## src/rtl/piso_tx_sched.sv

```systemverilog
//------------------------------------------------------------------------------
// piso_tx_sched : round-robin scheduler feeding one shared PISO, with framing
//                 and source-tag sideband aligned to the serial bit stream.
// Revision      : 1.0
//------------------------------------------------------------------------------
`default_nettype none

module piso_tx_sched #(
  parameter int NUM_REQ = 4,
  parameter int WIDTH   = 8,
  parameter int SRC_W   = 2
) (
  input  logic                     clk,
  input  logic                     rst,
  input  logic [NUM_REQ-1:0]       req,
  input  logic [NUM_REQ*WIDTH-1:0] req_data,
  output logic [NUM_REQ-1:0]       gnt,
  output logic                     piso_load,
  output logic [WIDTH-1:0]         piso_data,
  output logic                     ser_valid,
  output logic                     ser_first,
  output logic                     ser_last,
  output logic [SRC_W-1:0]         ser_src,
  output logic                     busy
);

  localparam int PTR_W = $clog2(NUM_REQ);
  localparam int CNT_W = $clog2(WIDTH);

  localparam logic [CNT_W-1:0] c_cnt_arb  = CNT_W'(WIDTH - 2);
  localparam logic [CNT_W-1:0] c_cnt_last = CNT_W'(WIDTH - 1);
  localparam logic [PTR_W-1:0] c_ptr_last = PTR_W'(NUM_REQ - 1);
  localparam logic [PTR_W:0]   c_num_req  = (PTR_W+1)'(NUM_REQ);

  typedef enum logic [1:0] {
    IDLE  = 2'd0,
    LOAD  = 2'd1,
    SHIFT = 2'd2
  } state_t;

  state_t             r_state;
  state_t             w_state_n;
  logic [CNT_W-1:0]   r_bit_cnt;
  logic [CNT_W-1:0]   w_bit_cnt_n;
  logic [PTR_W-1:0]   r_rr_ptr;
  logic [PTR_W-1:0]   w_rr_ptr_n;
  logic [SRC_W-1:0]   r_src_next;
  logic [SRC_W-1:0]   w_src_next_n;

  logic [NUM_REQ-1:0] w_gnt_n;
  logic               w_load_n;
  logic [WIDTH-1:0]   w_data_n;
  logic               w_valid_n;
  logic               w_first_n;
  logic               w_last_n;
  logic [SRC_W-1:0]   w_ser_src_n;
  logic               w_busy_n;

  logic               w_arb;
  logic               w_found;
  logic [PTR_W-1:0]   w_win;
  logic [PTR_W:0]     w_idx;
  logic [WIDTH-1:0]   w_word;

  // Rotating priority search starting at the round-robin pointer.
  always_comb begin
    w_found = 1'b0;
    w_win   = '0;
    w_idx   = '0;
    for (int k = 0; k < NUM_REQ; k++) begin
      w_idx = {1'b0, r_rr_ptr} + (PTR_W+1)'(k);
      if (w_idx >= c_num_req) begin
        w_idx = w_idx - c_num_req;
      end
      if (!w_found && req[w_idx[PTR_W-1:0]]) begin
        w_found = 1'b1;
        w_win   = w_idx[PTR_W-1:0];
      end
    end
  end

  always_comb begin
    w_word = '0;
    for (int i = 0; i < NUM_REQ; i++) begin
      if (w_win == PTR_W'(i)) begin
        w_word = req_data[i*WIDTH +: WIDTH];
      end
    end
  end

  // Arbitration happens leaving IDLE, or one bit early in SHIFT so the
  // next load overlaps the last bit and the stream stays gapless.
  assign w_arb = (r_state == IDLE) || ((r_state == SHIFT) && (r_bit_cnt == c_cnt_arb));

  always_comb begin
    w_state_n    = r_state;
    w_bit_cnt_n  = r_bit_cnt;
    w_rr_ptr_n   = r_rr_ptr;
    w_src_next_n = r_src_next;
    w_gnt_n      = '0;
    w_load_n     = 1'b0;
    w_data_n     = piso_data;
    w_ser_src_n  = ser_src;

    if (w_arb && w_found) begin
      w_load_n       = 1'b1;
      w_gnt_n[w_win] = 1'b1;
      w_data_n       = w_word;
      w_src_next_n   = SRC_W'(w_win);
      w_rr_ptr_n     = (w_win == c_ptr_last) ? '0 : w_win + PTR_W'(1);
    end

    case (r_state)
      IDLE: begin
        if (w_found) begin
          w_state_n = LOAD;
        end
      end
      LOAD: begin
        w_state_n   = SHIFT;
        w_bit_cnt_n = '0;
        w_ser_src_n = r_src_next;
      end
      SHIFT: begin
        if (r_bit_cnt == c_cnt_last) begin
          w_bit_cnt_n = '0;
          if (piso_load) begin
            w_ser_src_n = r_src_next;
          end else begin
            w_state_n = IDLE;
          end
        end else begin
          w_bit_cnt_n = r_bit_cnt + CNT_W'(1);
        end
      end
      default: begin
        w_state_n   = IDLE;
        w_bit_cnt_n = '0;
      end
    endcase

    w_valid_n = (w_state_n == SHIFT);
    w_first_n = w_valid_n && (w_bit_cnt_n == '0);
    w_last_n  = w_valid_n && (w_bit_cnt_n == c_cnt_last);
    w_busy_n  = (w_state_n != IDLE);
  end

  always_ff @(posedge clk or negedge rst) begin
    if (!rst) begin
      r_state    <= IDLE;
      r_bit_cnt  <= '0;
      r_rr_ptr   <= '0;
      r_src_next <= '0;
    end else begin
      r_state    <= w_state_n;
      r_bit_cnt  <= w_bit_cnt_n;
      r_rr_ptr   <= w_rr_ptr_n;
      r_src_next <= w_src_next_n;
    end
  end

  always_ff @(posedge clk or negedge rst) begin
    if (!rst) begin
      gnt       <= '0;
      piso_load <= 1'b0;
      piso_data <= '0;
      ser_valid <= 1'b0;
      ser_first <= 1'b0;
      ser_last  <= 1'b0;
      ser_src   <= '0;
      busy      <= 1'b0;
    end else begin
      gnt       <= w_gnt_n;
      piso_load <= w_load_n;
      piso_data <= w_data_n;
      ser_valid <= w_valid_n;
      ser_first <= w_first_n;
      ser_last  <= w_last_n;
      ser_src   <= w_ser_src_n;
      busy      <= w_busy_n;
    end
  end

endmodule

`default_nettype wire

```

## config.mk

```make
export PLATFORM = sky130hd
export DESIGN_NAME = piso_tx_sched
export DESIGN_NICKNAME = d
export VERILOG_FILES = /design/src/rtl/piso_tx_sched.sv
export SDC_FILE = /design/constraint.sdc
export NUM_CORES = 1
export LEC_CHECK = 0
export ABC_CLOCK_PERIOD_IN_PS = 3200
export CORE_UTILIZATION = 40
export DETAILED_ROUTE_END_ITERATION = 7
export PLACE_DENSITY_LB_ADDON = 0.2
export SYNTH_ARGS = -nofsm -noshare
export SYNTH_HDL_FRONTEND = slang
export SYNTH_SLANG_ARGS = --single-unit
export TNS_END_PERCENT = 5
```

## constraint.sdc

```tcl
create_clock -name clk -period 3.2 [get_ports clk]
set_clock_uncertainty 0.05 [all_clocks]
set_input_delay 0.96 -clock clk [delete_from_list [all_inputs] [get_ports clk]]
set_output_delay 0.96 -clock clk [all_outputs]
set_load 0.05 [all_outputs]
```

==> results by group, run 1 <==
Synthesis
  – Area leader, netlist: dfrtp_1
  – Mapped Cells: 138
  – Sequential fraction of the synthesis area: 46.5%
  – Yosys cell types: 38
  – EDFF count, synth: 0
  – Yosys Warn Count: 0
  – Mapped Nets: 183
  – Synth top area cells: dfrtp_1 (47%), o31ai_1 (7.5%), ha_1 (5.8%)
  – Top FF cell, synth: dfrtp_1
  – Synthesis-stage register bit count: 28
  – Post-Syn Area: 0.00151 sq mm
  – Ys async rst share: 100%
  – Yosys top cell area share: 46.5%
  – Syn Area/Cell: 10.9 sq um

Power and ir drop
  – Total power: 2.21 mW
  – Int Pwr: 1.21 mW
  – Seq pwr share: 29.0%
  – Switching share of power: 45.5%
  – Worst vdd ir: 0.352 mV
  – Logic pwr share: 58.6%
  – Power per Cell Area: 998 mW/mm^2
  – Clock power frac: 12.4%
  – Leakage: 0.955 nW
  – Net switching power: 1.01 mW

Final layout
  – Commonest non-fill, non-tap cell in the layout: clkdlybuf4s50_1
  – Antenna diode count: 0
  – Commonest cells after routing, fill and taps aside: clkdlybuf4s50_1 (55), dfrtp_1 (28), o31ai_1 (15), nor2b_1 (9)
  – FILL cells: 312
  – Share of cells above drive strength 1: 10.6%
  – P&R area growth vs syn: 47.3%
  – Fin nets: 244

Timing
  – Crit path time final: 2880 ps
  – Slew HR: 64.6%
  – RSZ-0062 raised after global routing: no
  – Hold Fails Final Rpt: 0
  – Fmax: 0.348 GHz
  – Hold WS: 463 ps
  – Final setup violation count: 0
  – Max Slew Vio Count: 0
  – Worst slew pin tran: 530 ps
  – Crit share post-route: 89.9%

Hold path
  – Hold WC Path Type: flip-flop to flip-flop
  – WHS Path Cells: 1

Floorplanning
  – Core area: 0.00347 sq mm
  – Total Die Area: 0.00402 sq mm
  – Die height: 63.4 microns
  – Die Wd: 63.4 microns
  – # IOs: 57
  – Num rows: 21
  – Initial Util: 43.4%

Setup path
  – WP buf/inv: 1
  – Worst path required time: 3310 ps
  – Critical path class: input port to flip-flop
  – Crit path launch type: input port
  – Critical-path top delay cell: clkdlybuf4s50_1
  – Critical Path Sink Type: flip-flop
  – Top delay family on crit path: compound AO/OA/AOI/OAI gates
  – Critical path depth: 8
  – Cell depth of the worst flop-to-flop path: 7
  – Largest stage delay on the critical path: 520 ps
  – Arrival time worst endpoint: 2980 ps
  – CP Max Fanout: 7
  – Critical-path cell list: clkdlybuf4s50_1 > nand2_1 > o21ai_0 > nor3_1 > ha_1 > or2_2 > a221oi_1 > o31ai_1

Status
  – Outcome: complete, no violations

Clocking
  – Clock buffer depth: 2
  – Worst skew pair latency: 270 ps
  – Hold-fix buffers, CTS: 0
  – H-tree depth: 1
  – Clk sinks: 28
  – CTS root buf: clkbuf_8
  – CTS tree: done
  – Num CTS Buffers: 3
  – CTS clk-pin slew, worst paths: 90 ps

Detailed routing
  – DRT iter0 DRCs: 40
  – Final WL: 3.66 mm
  – Pre-Repair DR Iteration Count: 4
  – Post-DRT Antenna Nets: 0
  – DRC: 0
  – Vias per inst: 5.35
  – DR WL/cell: 15.0 microns
  – Vias: 1305

Flow run
  – Max Cap Viol: 0

Global routing
  – Antenna violations before repair: 0
  – Vias in the first global route: 1371
  – Grt ovf: 0
  – Largest net degree at the start of global routing: 29
  – First-pass GRT wire length: 6.04 mm
  – Gr usage total: 19.4%

Placement
  – Gpl congestion: 0.742
  – Port bufs: 56
  – Post-DP HPWL: 2.83 mm
[layer usage]
metal,global-route usage (%),vias to the layer above,routed length [microns]
li1,-,641,-
met1,22.9,600,1480
met2,35.1,57,1890
met3,2.90,7,222
met4,6.82,0,61
met5,0,-,0
[cells by family after synthesis]
group                    count (synthesis)  synth area share, %
AO/OA/AOI/OAI                           45                 22.4
AND/OR/NAND/NOR                         36                 15.5
flip-flops                              28                 46.5
buffers and inverters                   16                 4.90
adder cells (fa/ha/maj)                  7                 5.81
multiplexers                             6                 4.82
[worst reg2reg max path: cells and delay by family (launching register included)]
family,cells,cell delay (ps)
DFF,1,470
AOI/OAI and AO/OA,4,780
adders and majority gates,1,270
and+or+nand+nor,2,530
[cell usage after synthesis, types with 3 or more instances]
master,count
a211oi_1,3
a21oi_1,3
a221oi_1,8
and2_1,3
clkbuf_1,5
dfrtp_1,28
ha_1,7
inv_1,7
nand2b_1,5
nor2_1,4
nor2b_1,9
o22ai_1,8
o31ai_1,15
[flip-flops by register name, summed over array words and instances (netlist names)]
register / flops
busy: 1
gnt: 4
piso_data: 8
piso_load: 1
r_bit_cnt: 3
r_rr_ptr: 2
r_src_next: 2
r_state: 2
ser_first: 1
ser_last: 1
ser_src: 2
ser_valid: 1
[timing repair]
item	4_1_cts	5_1_grt
gates resized for setup	0	1
setup buffers	0	0
setup endpoints to repair	0	2
[cell type report]
type	instances	area [sq um]	share of cell area [%]
clock buffer	3	41.3	1.86
clock inverter	1	30.0	1.35
inverter	8	35.0	1.58
multi-input combinational	94	732	33.0
sequential	28	701	31.6
tap	46	57.6	2.59
timing repair buffer	64	623	28.1
[power by group through the flow]
stage               sequential [mW]  combinational, mW  clock [mW]
floorplan                     0.933              0.616           0
global placement              0.638               1.27           0
detailed placement            0.648               1.30           0
CTS                           0.643               1.31       0.282
global route                  0.666               1.40       0.296
finish                        0.642               1.30       0.275
[stage by stage]
step	std cells	util, %	area (sq um)	worst slack [ps]	setup TNS [ps]
finish	244	64.0	2220	325	0
global route	244	64.0	2220	113	0
CTS	244	63.9	2220	154	0
detailed placement	240	61.9	2150	-115	-727
global placement	240	61.9	2150	-52.2	-233
floorplan	138	-	1510	428	0
[worst paths after layout]
kind	slack (ps)	from	end
hold / removal	460	ser_src[1]	ser_src[1]
setup / recovery	320	req[1]	piso_data[4]
setup reg to reg	980	r_rr_ptr[1]	piso_data[4]
min in group asynchronous	1010	rst	ser_src[1]
hold reg to reg	460	ser_src[1]	ser_src[1]
max in group asynchronous	1840	rst	r_bit_cnt[1]
(Power assumes the default switching activity.)
==> run 2: changes to the inputs <==
CELL_PAD_IN_SITES_DETAIL_PLACEMENT = 1   (was default)
CELL_PAD_IN_SITES_GLOBAL_PLACEMENT = 2   (was default)
CORE_UTILIZATION = 26   (was 40)
RECOVER_POWER = 25   (was default)
==> results by group, run 2 (synthesized netlist as in run 1, its figures left out) <==
Global routing
  – First-pass GRT wire length: 7.72 mm (+28%)
  – Largest net degree at the start of global routing: 29 (unchanged)
  – Grt ovf: 0 (unchanged)
  – Antenna violations before repair: 0 (unchanged)
  – Gr usage total: 16.4% (-3.0 points)
  – Vias in the first global route: 1546 (+13%)

Final layout
  – Antenna diode count: 0 (unchanged)
  – Commonest non-fill, non-tap cell in the layout: clkdlybuf4s50_1
  – Commonest cells after routing, fill and taps aside: clkdlybuf4s50_1 (55), dfrtp_1 (28), o31ai_1 (15), buf_4 (12), nor2b_1 (9)
  – Share of cells above drive strength 1: 13.2% (+2.6 points)
  – Core Util, Final: 41.6% (-22 points)
  – Max FFs per register: 8 (unchanged)
  – Most flops, register: piso_data
  – Top Registers: piso_data (8), gnt (4), r_bit_cnt (3)
  – P&R area growth vs syn: 53.1%
  – Fin nets: 250 (+2.5%)
  – Finished Layout Cells: 276 (+13%)

Setup path
  – Arrival time worst endpoint: 3200 ps (+220 ps)
  – Critical Path Sink Type: flip-flop
  – Critical-path cell list: clkdlybuf4s50_1 > nand4b_1 > o21ai_0 > buf_4 > nor3_1 > ha_1 > buf_4 > a211oi_1 > a221oi_1 > mux2_4
  – Critical path class: input port to flip-flop
  – Setup crit start: req[3]
  – RR Endpoint: piso_data[0]
  – Largest stage delay on the critical path: 570 ps (+50 ps)
  – Crit path launch type: input port
  – FF-to-FF setup slack: 950 ps (-30 ps)
  – Critical-path top delay cell: clkdlybuf4s50_1
  – Cell depth of the worst flop-to-flop path: 7 (unchanged)
  – Most used cell along the critical path: buf_4
  – Reg2Reg Launch Point: r_rr_ptr[1]
  – Critical Path Sink: piso_data[6]
  – CP Max Fanout: 6 (-1)
  – Worst path required time: 3370 ps (+60 ps)

Detailed routing
  – DR WL/cell: 16.5 microns (+10%)
  – Final WL: 4.55 mm (+24%)
  – Pre-Repair DR Iteration Count: 4 (unchanged)
  – Post-DRT Antenna Nets: 0 (unchanged)
  – Vias: 1349 (+3.4%)
  – DRT iter0 DRCs: 30 (-25%)
  – Vias per inst: 4.89 (-8.6%)
  – DRC: 0 (unchanged)

Clocking
  – Clk sinks: 28 (unchanged)
  – Hold-fix buffers, CTS: 0 (unchanged)
  – CTS root buf: clkbuf_8
  – CTS tree: done
  – Worst skew pair latency: 280 ps (about the same)
  – CTS clk-pin slew, worst paths: 100 ps (about the same)
  – H-tree depth: 1 (unchanged)
  – Clock buffer depth: 2 (unchanged)
  – Setup Fix Bufs, Post-CTS: 0 (unchanged)
  – Post-CTS Resized: 0 (unchanged)
  – Num CTS Buffers: 3 (unchanged)

Timing
  – Max Slew Vio Count: 29 (+29)
  – Slew HR: -6.06% (-71 points)
  – Hold Fails Final Rpt: 0 (unchanged)
  – Crit path time final: 3030 ps (+154 ps)
  – Final setup violation count: 0 (unchanged)
  – Crit share post-route: 94.7% (+4.8 points)
  – Worst slew pin tran: 1590 ps (+1060 ps)
  – RSZ-0062 raised after global routing: no
  – Min setup slack post-route: 170 ps (-154 ps)
  – Fmax: 0.330 GHz (-5.1%)

Placement
  – Place WS: -149 ps (-34.4 ps)
  – Gpl congestion: 0.863 (+16%)
  – Port bufs: 56 (unchanged)
  – Post-DP HPWL: 3.68 mm (+30%)
  – Dpl cells: 272 (+13%)

Power and ir drop
  – Total power: 2.31 mW (+4.1%)
  – Worst vdd ir: 0.351 mV (-0.11%)
  – Seq pwr share: 28.0% (-1.0 points)
  – Switching share of power: 46.0% (+0.50 points)
  – Leakage: 0.977 nW (+2.3%)
  – Clock power frac: 12.4% (about the same)
  – Net switching power: 1.06 mW (+5.3%)
  – Int Pwr: 1.25 mW (+3.2%)
  – Power per Cell Area: 1000 mW/mm^2 (+0.25%)
  – Logic pwr share: 59.6% (+1.0 points)

Floorplanning
  – Total Die Area: 0.00610 sq mm (+52%)
  – Die Wd: 78.1 microns (+23%)
  – Num rows: 27 (+29%)
  – Initial Util: 27.2% (-16 points)
  – # IOs: 57 (unchanged)
  – Core area: 0.00554 sq mm (+60%)
  – Die height: 78.1 microns (+23%)

Status
  – Outcome: complete, but fails checks
  – Failing checks: max-capacitance violations, max-slew violations

Hold path
  – Hold WC Path Type: flip-flop to flip-flop

Flow run
  – Max Cap Viol: 1 (+1)
-- run 2: cell count changes in the layout (fill, tap and decap cells not counted), sizes merged --
cell          change
clkbuf            +1
buf               +5
dlymetal6s2s      -1
dlygate4sd3       +1
-- run 2: worst min-delay path by stage --
| stage | start | to | cells past startpoint | slack (ps) |
|---|---|---|---|---|
| after floorplan | r_src_next[1] | r_src_next[1] | 2 | 410 |
| final | piso_data[3] | piso_data[3] | 2 | 480 |
| after CTS | piso_data[4] | piso_data[4] | 2 | 480 |
| after detailed placement | piso_data[4] | piso_data[4] | 2 | 450 |
| after global placement | ser_src[0] | ser_src[0] | 1 | 440 |
| after global routing | r_src_next[1] | ser_src[1] | 1 | 500 |
-- run 2: final cells by class --
type / count / area, sq um
Clock inverter: 1 / 30.0
Inverter: 8 / 35.0
Clock buffer: 3 / 41.3
Sequential cell: 28 / 701
Fill cell: 636 / 3230
Timing Repair Buffer: 70 / 674
Tap cell: 72 / 90.1
Multi-Input combinational cell: 94 / 734
-- run 2: per-layer routing --
| layer | global-route usage (%) | part of all wire, % |
|---|---|---|
| met5 | 0 | 0 |
| met4 | 5.37 | 1.9 |
| met3 | 2.67 | 3.5 |
| met2 | 30.6 | 53 |
| met1 | 18.7 | 42 |
-- run 2: through the flow --
step,TNS (ps),cell area [sq um],hold slack [ps]
after detailed placement,-998,2240,448
after global routing,0,2310,503
after CTS,0,2310,476
after floorplan,0,1510,411
after global placement,-574,2240,441
final,0,2310,476
-- run 2: power by group through the flow --
| stage | Sequential [mW] | Combinational, mW | Clock (mW) |
|---|---|---|---|
| 6_report | 0.646 | 1.38 | 0.285 |
| 5_1_grt | 0.673 | 1.48 | 0.303 |
| 4_1_cts | 0.650 | 1.39 | 0.295 |
| 3_5_place_dp | 0.658 | 1.38 | 0 |
| 3_3_place_gp | 0.646 | 1.36 | 0 |
| 2_1_floorplan | 0.933 | 0.616 | 0 |
-- run 2: critical path: cells and delay by family --
family                   cells  cell delay [ps]
AO/OA/AOI/OAI                3              460
adder cells (fa/ha/maj)      1              290
buffers and inverters        3              880
multiplexers                 1              200
AND/OR/NAND/NOR              2              410
